**src/rtl/dev_fsm_pkg.sv**
```systemverilog
// Command-bit positions and FSM state encoding shared by dev_fsm and its users.
// Bits above b_tx are reserved and ignored by the decoder.
// Pure declarations, no logic.
package cmd_bits;

  localparam int b_addop  = 0;
  localparam int b_subop  = 1;
  localparam int b_addres = 2;
  localparam int b_subres = 3;
  localparam int b_op_2   = 4;
  localparam int b_tx     = 5;

  // Number of command bits that carry meaning.
  localparam int CMD_W = 6;

  typedef enum logic [2:0] {
    IDLE    = 3'd0,
    GET_OP1 = 3'd1,
    GET_OP2 = 3'd2,
    EXEC    = 3'd3,
    TX      = 3'd4
  } state_t;

endpackage

```
**src/rtl/dev_fsm.sv**
```systemverilog
// Command-driven accumulator: command byte, optional operand bytes, one EXEC, optional TX.
// Latency: cmd edge + one edge per operand + EXEC edge; drdy in the cycle after EXEC.
// cs is only sampled in IDLE; busy covers the whole transaction.
module dev_fsm
  import cmd_bits::*;
#(
  parameter int DW = 8
) (
  input  logic          clk,
  input  logic          rst,
  input  logic          cs,
  input  logic [DW-1:0] din,
  output logic [DW-1:0] dout,
  output logic          busy,
  output logic          drdy
);

  state_t             state, state_n;
  logic [CMD_W-1:0]   cmd, cmd_n;
  logic [DW-1:0]      op1, op1_n;
  logic [DW-1:0]      op2, op2_n;
  logic [DW-1:0]      res, res_n;

  // Any arithmetic bit means the command needs an op1 byte.
  function automatic logic has_arith(input logic [CMD_W-1:0] c);
    return c[b_addop] | c[b_subop] | c[b_addres] | c[b_subres];
  endfunction

  // Single arithmetic op, fixed priority, unsigned wrap-around.
  function automatic logic [DW-1:0] alu(input logic [CMD_W-1:0] c,
                                        input logic [DW-1:0]    a,
                                        input logic [DW-1:0]    b,
                                        input logic [DW-1:0]    r);
    if (c[b_addop])       return a + b;
    else if (c[b_subop])  return a - b;
    else if (c[b_addres]) return r + a;
    else if (c[b_subres]) return r - a;
    else                  return r;
  endfunction

  // Next-state and next-register values; everything holds unless the state says otherwise.
  always_comb begin
    state_n = state;
    cmd_n   = cmd;
    op1_n   = op1;
    op2_n   = op2;
    res_n   = res;
    unique case (state)
      IDLE: begin
        if (cs) begin
          cmd_n = din[CMD_W-1:0];
          if (has_arith(din[CMD_W-1:0])) state_n = GET_OP1;
          else if (din[b_op_2])          state_n = GET_OP2;
          else if (din[b_tx])            state_n = TX;
          else                           state_n = IDLE;
        end
      end
      GET_OP1: begin
        op1_n   = din;
        state_n = cmd[b_op_2] ? GET_OP2 : EXEC;
      end
      GET_OP2: begin
        // op2 is written here, so EXEC always sees the freshest value.
        op2_n   = din;
        state_n = EXEC;
      end
      EXEC: begin
        res_n   = alu(cmd, op1, op2, res);
        state_n = cmd[b_tx] ? TX : IDLE;
      end
      TX: begin
        state_n = IDLE;
      end
      default: state_n = IDLE;
    endcase
  end

  // State, data registers and registered outputs; reset clears everything at once.
  always_ff @(posedge clk or posedge rst) begin
    if (rst) begin
      state <= IDLE;
      cmd   <= '0;
      op1   <= '0;
      op2   <= '0;
      res   <= '0;
      dout  <= '0;
      busy  <= 1'b0;
      drdy  <= 1'b0;
    end else begin
      state <= state_n;
      cmd   <= cmd_n;
      op1   <= op1_n;
      op2   <= op2_n;
      res   <= res_n;
      busy  <= (state_n != IDLE);
      drdy  <= (state_n == TX);
      if (state_n == TX) dout <= res_n;
    end
  end

endmodule

```
**config.mk**
```make
export PLATFORM = sky130hd
export DESIGN_NAME = dev_fsm
export DESIGN_NICKNAME = d
export VERILOG_FILES = /design/src/rtl/dev_fsm_pkg.sv /design/src/rtl/dev_fsm.sv
export SDC_FILE = /design/constraint.sdc
export NUM_CORES = 1
export LEC_CHECK = 0
export CORE_ASPECT_RATIO = 0.7
export CORE_MARGIN = 2
export CORE_UTILIZATION = 35
export CTS_CLUSTER_DIAMETER = 80
export DETAILED_ROUTE_END_ITERATION = 8
export PLACE_DENSITY = 0.55
export RECOVER_POWER = 100
export SLEW_MARGIN = 25
export SYNTH_ARGS = -nofsm -noshare
export SYNTH_HDL_FRONTEND = slang
export SYNTH_SLANG_ARGS = --single-unit
```
**constraint.sdc**
```tcl
create_clock -name clk -period 4.8 [get_ports clk]
set_input_delay 0.96 -clock clk [delete_from_list [all_inputs] [get_ports clk]]
set_output_delay 0.96 -clock clk [all_outputs]
set_load 0.1 [all_outputs]
```
# After elaboration in Yosys (flattened, before gate mapping)
# Cells that the tools add are included.
[word_totals] register_bits=43 latch_bits=0 ram_bits=0 rom_bits=0 input_bits=11 output_inout_bits=10 elab_cells=34 mem_count=0
[classes] n_addsub=4 mul=0 div_mod_pow=0 n_lt_le_gt_ge=0 n_eq_ne=4 shift=0 mux=12 n_bitwise=3 n_reduce_logical=3
[ops] cell="8-bit 2-to-1 mux" n=5
[ops] cell="8-bit adder" n=2
[ops] cell="8-bit subtractor" n=2
[ops] cell="3-bit 2-to-1 mux" n=5
[ops] cell="3-bit one-hot mux with 4 select lines" n=1
[ops] cell="3-bit by 2-bit == test with 1-bit output, second input constant" n=2
[ops] cell="3-bit by 1-bit == test with 1-bit output, second input constant" n=1
[ops] cell="3-bit == test, second input constant" n=1
[ops] cell="3-bit zero test" n=1
[ops] cell="1-bit bitwise OR" n=3
[ops] cell="3-bit nonzero test" n=1
[ops] cell="2-bit AND reduction" n=1
[ops] cell="1-bit 2-to-1 mux" n=1

# Logic depth before layout (Yosys ltp)
# Gate-level depths: netlist of run 1.
[depth] depth_word=7 ltp_mapped=12

# Least setup slack after synthesis of run 1
# No wires, ideal clock.
[synth_path] kind="register to register" from="reg op1[1]" to="reg dout[4]" setup_time_ns=0.126 t_arrival_ns=2.270 t_required_ns=4.674 setup_slack_ns=2.403 stages_incl_launch_ff=11 n_path_buf=0 period_less_slack_ns=2.397 path_cell_list="dfrtp_1 inv_1 fa_1 a21o_1 a211oi_1 o22ai_1 nor2_1 a21oi_1 a221oi_2 o21ai_1 mux2_4"
[synth_between] elab_chain_len=6 word_cells_on_any_way=9 cone_classes="add/sub (4); mux (5)"
[synth_rtl] element="start, declared" line="dev_fsm.sv:20" rtl="logic [DW-1:0] op1, op1_n;"
[synth_rtl] element="start signal, assigned" line="dev_fsm.sv:92" rtl="op1 <= op1_n;"
[synth_rtl] element="8-bit subtractor" line="dev_fsm.sv:37" rtl="else if (c[b_subres]) return r - a;"
[synth_rtl] element="8-bit 2-to-1 mux" line="dev_fsm.sv:37"
[synth_rtl] element="8-bit 2-to-1 mux" line="dev_fsm.sv:36" rtl="else if (c[b_addres]) return r + a;"
[synth_rtl] element="8-bit 2-to-1 mux" line="dev_fsm.sv:35" rtl="else if (c[b_subop]) return a - b;"
[synth_rtl] element="8-bit 2-to-1 mux (*)" line="dev_fsm.sv:34" rtl="if (c[b_addop]) return a + b;"
[synth_rtl] element="8-bit 2-to-1 mux (*)" line="dev_fsm.sv:48" rtl="unique case (state)"
[synth_rtl] element="via res_n[4]" line="dev_fsm.sv:22" rtl="logic [DW-1:0] res, res_n;"
[synth_rtl] element="end signal, assigned" line="dev_fsm.sv:97" rtl="if (state_n == TX) dout <= res_n;"
[synth_rtl] element="end, declared" line="dev_fsm.sv:13" rtl="output logic [DW-1:0] dout,"
# The timed path passes the listed nets; every way through them passes the cells marked *.
# A chain may end at the register's enable or synchronous reset.

# Worst setup path in the final report of run 1
[layout_path] from="in cs" to="reg dout[1]"
[layout_between] elab_chain_len=3
[layout_rtl] element="start, declared" line="dev_fsm.sv:11" rtl="input logic cs,"
[layout_rtl] element="3-bit 2-to-1 mux" line="dev_fsm.sv:50" rtl="if (cs) begin"
[layout_rtl] element="3-bit one-hot mux with 4 select lines" line="dev_fsm.sv:48"
[layout_rtl] element="3-bit == test" line="dev_fsm.sv:97"
# Every way passes these cells.

==> impl_metrics.yaml, run 1 <==
outcome:
  outcome: "finished, violations left"
  violations: "capacitance limit, slew limit"
timing:
  fin_skew_ns: 0.00215
  whs_ns: 0.488
  report.final.slew_viol_count: 44
  timing.final.crit_share_pct: 72.9
  clock.fmax_mhz: 286
  rsz0062_at_grt: "no"
  finalCriticalPeriod_ns: 3.50
  slew_headroom_pct: -29.8
  finalSetupViolCount: 0
  fin_setup_tns_ns: 0
  hold_violations: 0
  worst_slew_pin_slew_ns: 1.94
synthesis:
  synthTopCellsByArea: "dfrtp_1 34%, ha_1 11%, nand2_1 4.8%, xnor2_1 4.5%, o21ai_0 4.0%"
  seq_area_frac_synth_pct: 34.2
  synth_cells: 343
  async_flop_share_pct: 100
  synth_fp_nets: 386
  yosysWarnings: 0
  syn_area_um2: 3140
  synth_top_area_share_pct: 34.2
  synth_edf_count: 0
  syn_avg_cell_area_um2: 9.17
  yosys_register_bits: 43
  synthDistinctLibCells: 54
  synth_commonest_cells: "43 x dfrtp_1, 40 x nand2_1, 29 x inv_1"
  synthFlopType: "dfrtp_1"
  synth_most_common_cell: "dfrtp_1"
  yosys.area.top_type: "dfrtp_1"
layout:
  fin_nets: 399
  stdcell_count: 475
  drive_gt1_share_pct: 6.20
  antenna_cells: 0
  area_growth_pct: 10.7
worst_setup_path:
  arrival_ns: 3.68
  worstSetupEndpointType: "register"
  crit_type: "in -> reg"
  cp_data_required_time_ns: 4.98
  critical-path-top-delay-family: "simple AND/OR/NAND/NOR gates"
  cpPeakStageDelay_ns: 1.15
  slowest_stage: "nor4b_1"
  cp-start-kind: "input pin"
  path_cells: "clkdlybuf4s50_1 > nor4b_1 > nand4b_1 > a21oi_1 > buf_4 > mux2_2"
  worst-path-buf-inv: 2
  critPathMaxFanout: 11
run:
  max_cap_viol_count: 1
clocking:
  path_clk_slew_ns: 0.06
  ctsHoldBuffers: 0
  clock_path_buffers: 2
  cts_setup_buffers: 0
  cts_resized: 0
  cts.htree.levels: 2
  clock_latency_ns: 0.29
  cts_tree: "built"
  cts_buffers: 5
  ctsRootBufferMaster: "clkbuf_16"
  cts.sinks: 43
global_route:
  grt_pass1_wl_um: 12300
  antenna_found_initial: 0
  grt_pass1_vias: 2322
  grt_max_degree: 44
  overflow: 0
  grt_use_total_pct: 16.5
placement:
  finalWeightedCongestion: 0.845
  dp_hpwl_um: 5910
  placed_cells: 469
  numPortBuffers: 20
route:
  via_per_inst: 5.00
  drtIter0Drc: 91
  drt_pass1_iterations: 4
  wl_um: 7630
  post_drt_wl_per_cell_um: 16.1
  drc_errors: 0
  final_antenna_net_count: 0
  vias: 2375
floorplanning:
  initial_core_util_pct: 36.6
  io_pins: 21
  fp-row-count: 28
  core_um2: 8580
  die_w_um: 117
  dieArea_um2: 9770
  die_h_um: 83.3
worst_hold_path:
  hp-class: "reg -> reg"
## cells in the final DEF (no fill, tap or decap), drive strengths merged, types with 2 or more instances in the layout
cell           Yosys  routed
a211oi             7       7
a21o               4       4
a21oi             21      21
a221oi             3       3
a22oi              3       3
a31oi              3       3
and3               2       2
clkbuf             4       8
clkdlybuf4s50      0       2
dfrtp             43      43
dlygate4sd3        0      18
fa                 4       4
ha                28      28
inv               29      28
mux2              11      11
nand2             40      40
nand2b             6       6
nand3              7       7
nor2              17      17
nor2b              6       6
nor3               9       9
nor3b              2       2
o2111ai            2       2
o21ai             27      27
o21bai             5       5
o22ai              2       2
o31ai              4       4
or2                2       2
or3                2       2
xnor2             16      16
xor2               6       6
## worst paths after layout
path	start	to	slack, ns	depth (start not counted)
worst max-delay path	cs	dout[1]$_DFFE_PP0N_	1.30	6
worst min-delay path	dout[5]$_DFFE_PP0N_	dout[5]$_DFFE_PP0N_	0.49	1
worst max register to register	op1[1]$_DFFE_PP0N_	dout[4]$_DFFE_PP0N_	1.94	10
worst min register to register	dout[5]$_DFFE_PP0N_	dout[5]$_DFFE_PP0N_	0.49	1
max in group asynchronous	rst	dout[7]$_DFFE_PP0N_	2.30	2
min in group asynchronous	rst	cmd[5]$_DFFE_PP0P_	1.62	2
## layer usage
metal	vias to the layer above	GRT usage, %	part of all wire (%)
li1	1206	-	-
met1	1130	25.8	56
met2	30	22.8	40
met3	9	3.72	3.0
met4	0	3.74	1.1
met5	-	0	0
## area by class of cell
cell class              count  area, um^2
fillers                   898        5100
multi-input cells         254        1800
flip-flops and latches     43        1080
repair buffers             23         215
well taps                 120         150
clock buffers               6         129
inverters                  29         110
## state kept, by name, summed over array words and instances, names as in the netlist
register	cells
cmd	6
dout	8
res	8
busy	1
op1	8
drdy	1
state	3
op2	8
## cells by family after synthesis
| kind of cell | after synthesis | share of synthesized area [%] |
|---|---|---|
| AO/OA/AOI/OAI | 89 | 18.5 |
| buffers and inverters | 46 | 7.24 |
| adder cells (fa/ha/maj) | 32 | 13.7 |
| XOR/XNOR | 22 | 6.13 |
| multiplexers | 12 | 4.62 |
| flip-flops | 43 | 34.2 |
| AND/OR/NAND/NOR | 99 | 15.6 |
## worst register-to-register path: cells and delay by family (launching register included)
| kind | cells | cell delay, ns |
|---|---|---|
| multiplexers | 1 | 0.31 |
| adder cells (fa/ha/maj) | 1 | 0.52 |
| AND/OR/NAND/NOR | 1 | 0.10 |
| AO/OA/AOI/OAI | 6 | 1.11 |
| buffers and inverters | 1 | 0.22 |
| flip-flops | 1 | 0.48 |
## stage by stage
step / utilization (%) / instance area, um^2 / setup WS [ns]
final: 40.6 / 3480 / 1.30
after global routing: 40.6 / 3480 / 0.941
after CTS: 41.1 / 3530 / 1.98
after global placement: 39.6 / 3400 / 1.71
after detailed placement: 39.6 / 3400 / 1.67
after floorplan: - / 3140 / 2.40
Power of run 1 is not shown: default switching activity piles up to over one toggle a cycle in this logic, so the estimate is an artifact.
==> run 2, diff against run 1 <==
- clock period: 4.8 -> 3.45 ns (I/O delays scaled with it)
==> run 2 against run 1 <==
  * The flow still finishes with violations (capacitance limit, slew limit)
  * Flip-flop and latch count is the same
  * Largest cell class unchanged
  * Wire length shrank 3.2%
  * Die area did not move
  * Register-to-register slack lost 1.3 ns
  * Setup slack worse by 0.73 ns
  * Global-route usage shrank 0.39 points
  * Critical endpoint is now dout[2]$_DFFE_PP0N_
  * Utilization increased by 0.31 points
  * Non-clock buffer count grew 2
  * Via count is 1.1% lower
  * Worst hold slack lost 0.0023 ns
==> impl_metrics.yaml, run 2 (synthesized netlist as in run 1, its figures left out) <==
outcome:
  outcome: "finished, violations left"
  violations: "capacitance limit, slew limit"
clocking:
  cts.htree.levels: 2
  path_clk_slew_ns: 0.06
  cts_setup_buffers: 0
  cts_tree: "built"
  clock_path_buffers: 2
  cts_resized: 0
  ctsRootBufferMaster: "clkbuf_16"
  cts.sinks: 43
  clock_latency_ns: 0.29
  ctsHoldBuffers: 0
  cts_buffers: 5
worst_setup_path:
  rrSetupSlack_ns: 0.69
  cp-start-kind: "input pin"
  cp_data_required_time_ns: 3.62
  worstSetupEndpointType: "register"
  cp-startpoint: "din[0]"
  r2r-end: "dout[6]$_DFFE_PP0N_"
  reg2reg_from: "op1[1]$_DFFE_PP0N_"
  rr_worst_depth: 10
  arrival_ns: 3.05
  crit_type: "in -> reg"
  critPathMaxFanout: 11
timing:
  rsz0062_at_grt: "no"
  report.final.slew_viol_count: 44
  fin_setup_tns_ns: 0
  worst_slew_pin_slew_ns: 1.95
  finalSetupViolCount: 0
  hold_violations: 0
  clock.fmax_mhz: 347
  slew_headroom_pct: -30.5
  timing.final.crit_share_pct: 83.6
  fin_skew_ns: 0.00527
  whs_ns: 0.486
  finalCriticalPeriod_ns: 2.88
worst_hold_path:
  hp-class: "reg -> reg"
  min_to: "dout[6]$_DFFE_PP0N_"
  whs_path_depth: 1
  min_from: "dout[6]$_DFFE_PP0N_"
global_route:
  grt_use_total_pct: 16.1
  grt_pass1_wl_um: 11900
  antenna_found_initial: 0
  overflow: 0
  grt_pass1_vias: 2153
  grt_max_degree: 44
route:
  post_drt_wl_per_cell_um: 15.5
  drc_errors: 0
  drtIter0Drc: 129
  vias: 2348
  wl_um: 7380
  final_antenna_net_count: 0
  drt_pass1_iterations: 4
  via_per_inst: 4.92
placement:
  finalWeightedCongestion: 0.819
  placed_cells: 471
  dp_hpwl_um: 5760
  placed_cell_area_um2: 3410
  numPortBuffers: 20
layout:
  stdcell_area_um2: 3510
  fin_nets: 401
  antenna_cells: 0
  drive_gt1_share_pct: 6.72
  area_growth_pct: 11.5
  stdcell_count: 477
  final_cell_mix: "43 x dfrtp_1, 40 x nand2_1, 28 x inv_1, 28 x ha_1, 26 x o21ai_0"
  fillers: 881
  final_common_cell: "dfrtp_1"
floorplanning:
  die_w_um: 117
  die_h_um: 83.3
  io_pins: 21
  fp-row-count: 28
  initial_core_util_pct: 36.6
  dieArea_um2: 9770
  core_um2: 8580
run:
  max_cap_viol_count: 1
run 2: cell types whose count changed in the layout (fill, tap and decap cells not counted), sizes merged:
cell and delta:
dlygate4sd3 -6, buf +1, clkdlybuf4s50 +5, clkbuf +2
run 2: critical path, stage by stage:
cell           delay, ns
dlygate4sd3_1       0.61
nor4_1              0.35
buf_4               0.19
nand4b_1            0.12
a21oi_1             0.19
clkbuf_1            0.49
mux2_2              0.40
run 2: layer usage:
metal / wire length, um / part of all wire (%) / vias to the layer above / track usage [%]
met5: 0 / 0 / - / 0
met4: 93 / 1.3 / 0 / 3.64
met3: 397 / 5.4 / 8 / 3.50
met2: 2730 / 37 / 43 / 20.2
met1: 4160 / 56 / 1083 / 27.1
li1: - / - / 1214 / -
run 2: worst max-delay path by stage:
stage                                      to  slack [ns]  cells past startpoint
after floorplan           dout[4]$_DFFE_PP0N_        1.05                     10
after global placement    dout[3]$_DFFE_PP0N_        0.67                      7
after detailed placement  dout[2]$_DFFE_PP0N_        0.66                      7
after CTS                 dout[6]$_DFFE_PP0N_        0.75                     10
after global routing      dout[3]$_DFFE_PP0N_        0.35                      7
final                     dout[2]$_DFFE_PP0N_        0.57                      7
run 2: stage by stage:
stage                     utilization, %  worst slack, ns
final                               40.9            0.567
after global routing                40.9            0.349
after CTS                           41.2            0.754
after detailed placement            39.7            0.660
after global placement              39.7            0.675
after floorplan                        -             1.05
run 2: final cells by class:
type | instances | area (um^2) | share of cell area, %
Inverter | 29 | 110 | 3.14
Sequential cell | 43 | 1080 | 30.7
Timing Repair Buffer | 25 | 220 | 6.28
Multi-Input combinational cell | 254 | 1820 | 51.9
Clock buffer | 6 | 129 | 3.67
Tap cell | 120 | 150 | 4.28
Power of run 2 is left out for the same reason.
==> run 3, diff against run 2 <==
- clock period: 3.45 -> 3 ns (I/O delays scaled with it)
==> run 3 against run 2 <==
  * The run now ends clean
  * Critical path type is now reg -> reg
  * Register-to-register slack worse by 0.43 ns
  * Sequential share of layout area is 0.42 points higher
  * Setup slack worse by 0.30 ns
  * First-iteration DRC count is 18% higher
  * Highest routed layer unchanged
==> impl_metrics.yaml, run 3 (synthesized netlist as in run 1, its figures left out) <==
route:
  drtIter0Drc: 152
  drc_errors: 0
  wl_um: 7640
  drt_pass1_iterations: 4
  via_per_inst: 4.93
  final_antenna_net_count: 0
  post_drt_wl_per_cell_um: 15.9
  vias: 2368
global_route:
  grt_max_degree: 44
  grt_pass1_wl_um: 12800
  grt_pass1_vias: 2330
  antenna_found_initial: 0
  grt_use_total_pct: 17.2
  overflow: 0
clocking:
  cts_resized: 0
  clock_path_buffers: 2
  cts_buffers: 5
  path_clk_slew_ns: 0.06
  cts_setup_buffers: 0
  clock_latency_ns: 0.28
  cts_tree: "built"
  cts.htree.levels: 2
  ctsRootBufferMaster: "clkbuf_16"
  cts.sinks: 43
  ctsHoldBuffers: 0
worst_setup_path:
  crit_top_cell: "a21oi_1"
  critPathMaxFanout: 5
  cp-start-kind: "register"
  r2r-end: "dout[6]$_DFFE_PP0N_"
  crit_type: "reg -> reg"
  cp-startpoint: "op1[1]$_DFFE_PP0N_"
  cpPeakStageDelay_ns: 0.52
  reg2reg_from: "op1[1]$_DFFE_PP0N_"
  cp_data_required_time_ns: 3.16
  rrSetupSlack_ns: 0.26
  worstSetupEndpointType: "register"
  slowest_stage: "fa_1"
  path_cells: "inv_1 > fa_1 > a211oi_2 > o21bai_1 > a21oi_1 > xor2_1 > a21oi_1 > o2111ai_1 > nand3_1 > mux2_1"
  arrival_ns: 2.90
  endpoint: "dout[6]$_DFFE_PP0N_"
  rr_worst_depth: 10
timing:
  timing.final.crit_share_pct: 91.2
  finalCriticalPeriod_ns: 2.74
  report.final.slew_viol_count: 0
  hold_violations: 0
  fin_skew_ns: 0.00333
  worst_slew_pin_slew_ns: 1.17
  rsz0062_at_grt: "no"
  fin_setup_tns_ns: 0
  slew_headroom_pct: 22.7
  finalSetupViolCount: 0
  whs_ns: 0.481
  clock.fmax_mhz: 365
layout:
  area_growth_pct: 10.0
  fin_nets: 404
  antenna_cells: 0
  final_cell_mix: "43 x dfrtp_1, 40 x nand2_1, 28 x inv_1, 28 x ha_1, 25 x o21ai_0"
  stdcell_area_um2: 3460
  drive_gt1_share_pct: 7.22
  fillers: 897
  final_common_cell: "dfrtp_1"
placement:
  dp_hpwl_um: 5890
  finalWeightedCongestion: 0.880
  placed_cell_area_um2: 3420
  numPortBuffers: 20
floorplanning:
  die_h_um: 83.3
  io_pins: 21
  dieArea_um2: 9770
  core_um2: 8580
  die_w_um: 117
  initial_core_util_pct: 36.6
  fp-row-count: 28
run:
  max_cap_viol_count: 0
worst_hold_path:
  hp-class: "reg -> reg"
outcome:
  outcome: "finished, final reports clean"
## run 3: critical path: cells and delay by family, from the launching register on
kind / cells / cell delay (ns)
mux: 1 / 0.31
simple gates: 1 / 0.13
flops: 1 / 0.48
buf+inv: 1 / 0.22
xor+xnor: 1 / 0.16
fa+ha+maj: 1 / 0.52
compound gates: 5 / 0.79
## run 3: cell type report
type | count | area [um^2] | area share, %
Clock buffer | 6 | 129 | 3.73
Inverter | 29 | 109 | 3.15
Multi-Input combinational cell | 254 | 1820 | 52.5
Sequential cell | 43 | 1080 | 31.1
Tap cell | 120 | 150 | 4.34
Timing Repair Buffer | 28 | 180 | 5.21
## run 3: worst min-delay path by stage
stage,start,endpoint,slack [ns],depth (start not counted)
floorplan,cmd[5]$_DFFE_PP0P_,cmd[5]$_DFFE_PP0P_,0.45,2
global placement,cmd[5]$_DFFE_PP0P_,cmd[5]$_DFFE_PP0P_,0.47,2
detailed placement,cmd[5]$_DFFE_PP0P_,cmd[5]$_DFFE_PP0P_,0.47,2
CTS,cmd[5]$_DFFE_PP0P_,cmd[5]$_DFFE_PP0P_,0.49,2
global route,cmd[5]$_DFFE_PP0P_,cmd[5]$_DFFE_PP0P_,0.51,2
finish,cmd[5]$_DFFE_PP0P_,cmd[5]$_DFFE_PP0P_,0.48,2
## run 3: routing by layer
metal / vias up / wire (um) / track usage [%]
li1: 1212 / - / -
met1: 1113 / 4300 / 28.7
met2: 39 / 2890 / 22.2
met3: 4 / 406 / 3.72
met4: 0 / 42 / 2.57
met5: - / 0 / 0
## run 3: stage by stage
step | cells | utilization, % | setup slack, ns
after floorplan | 343 | - | 0.603
after global placement | 474 | 39.9 | 0.343
after detailed placement | 474 | 39.9 | 0.321
after CTS | 480 | 41.4 | 0.298
after global routing | 480 | 40.3 | 0.0522
final | 480 | 40.3 | 0.264
Power of run 3 is left out for the same reason.
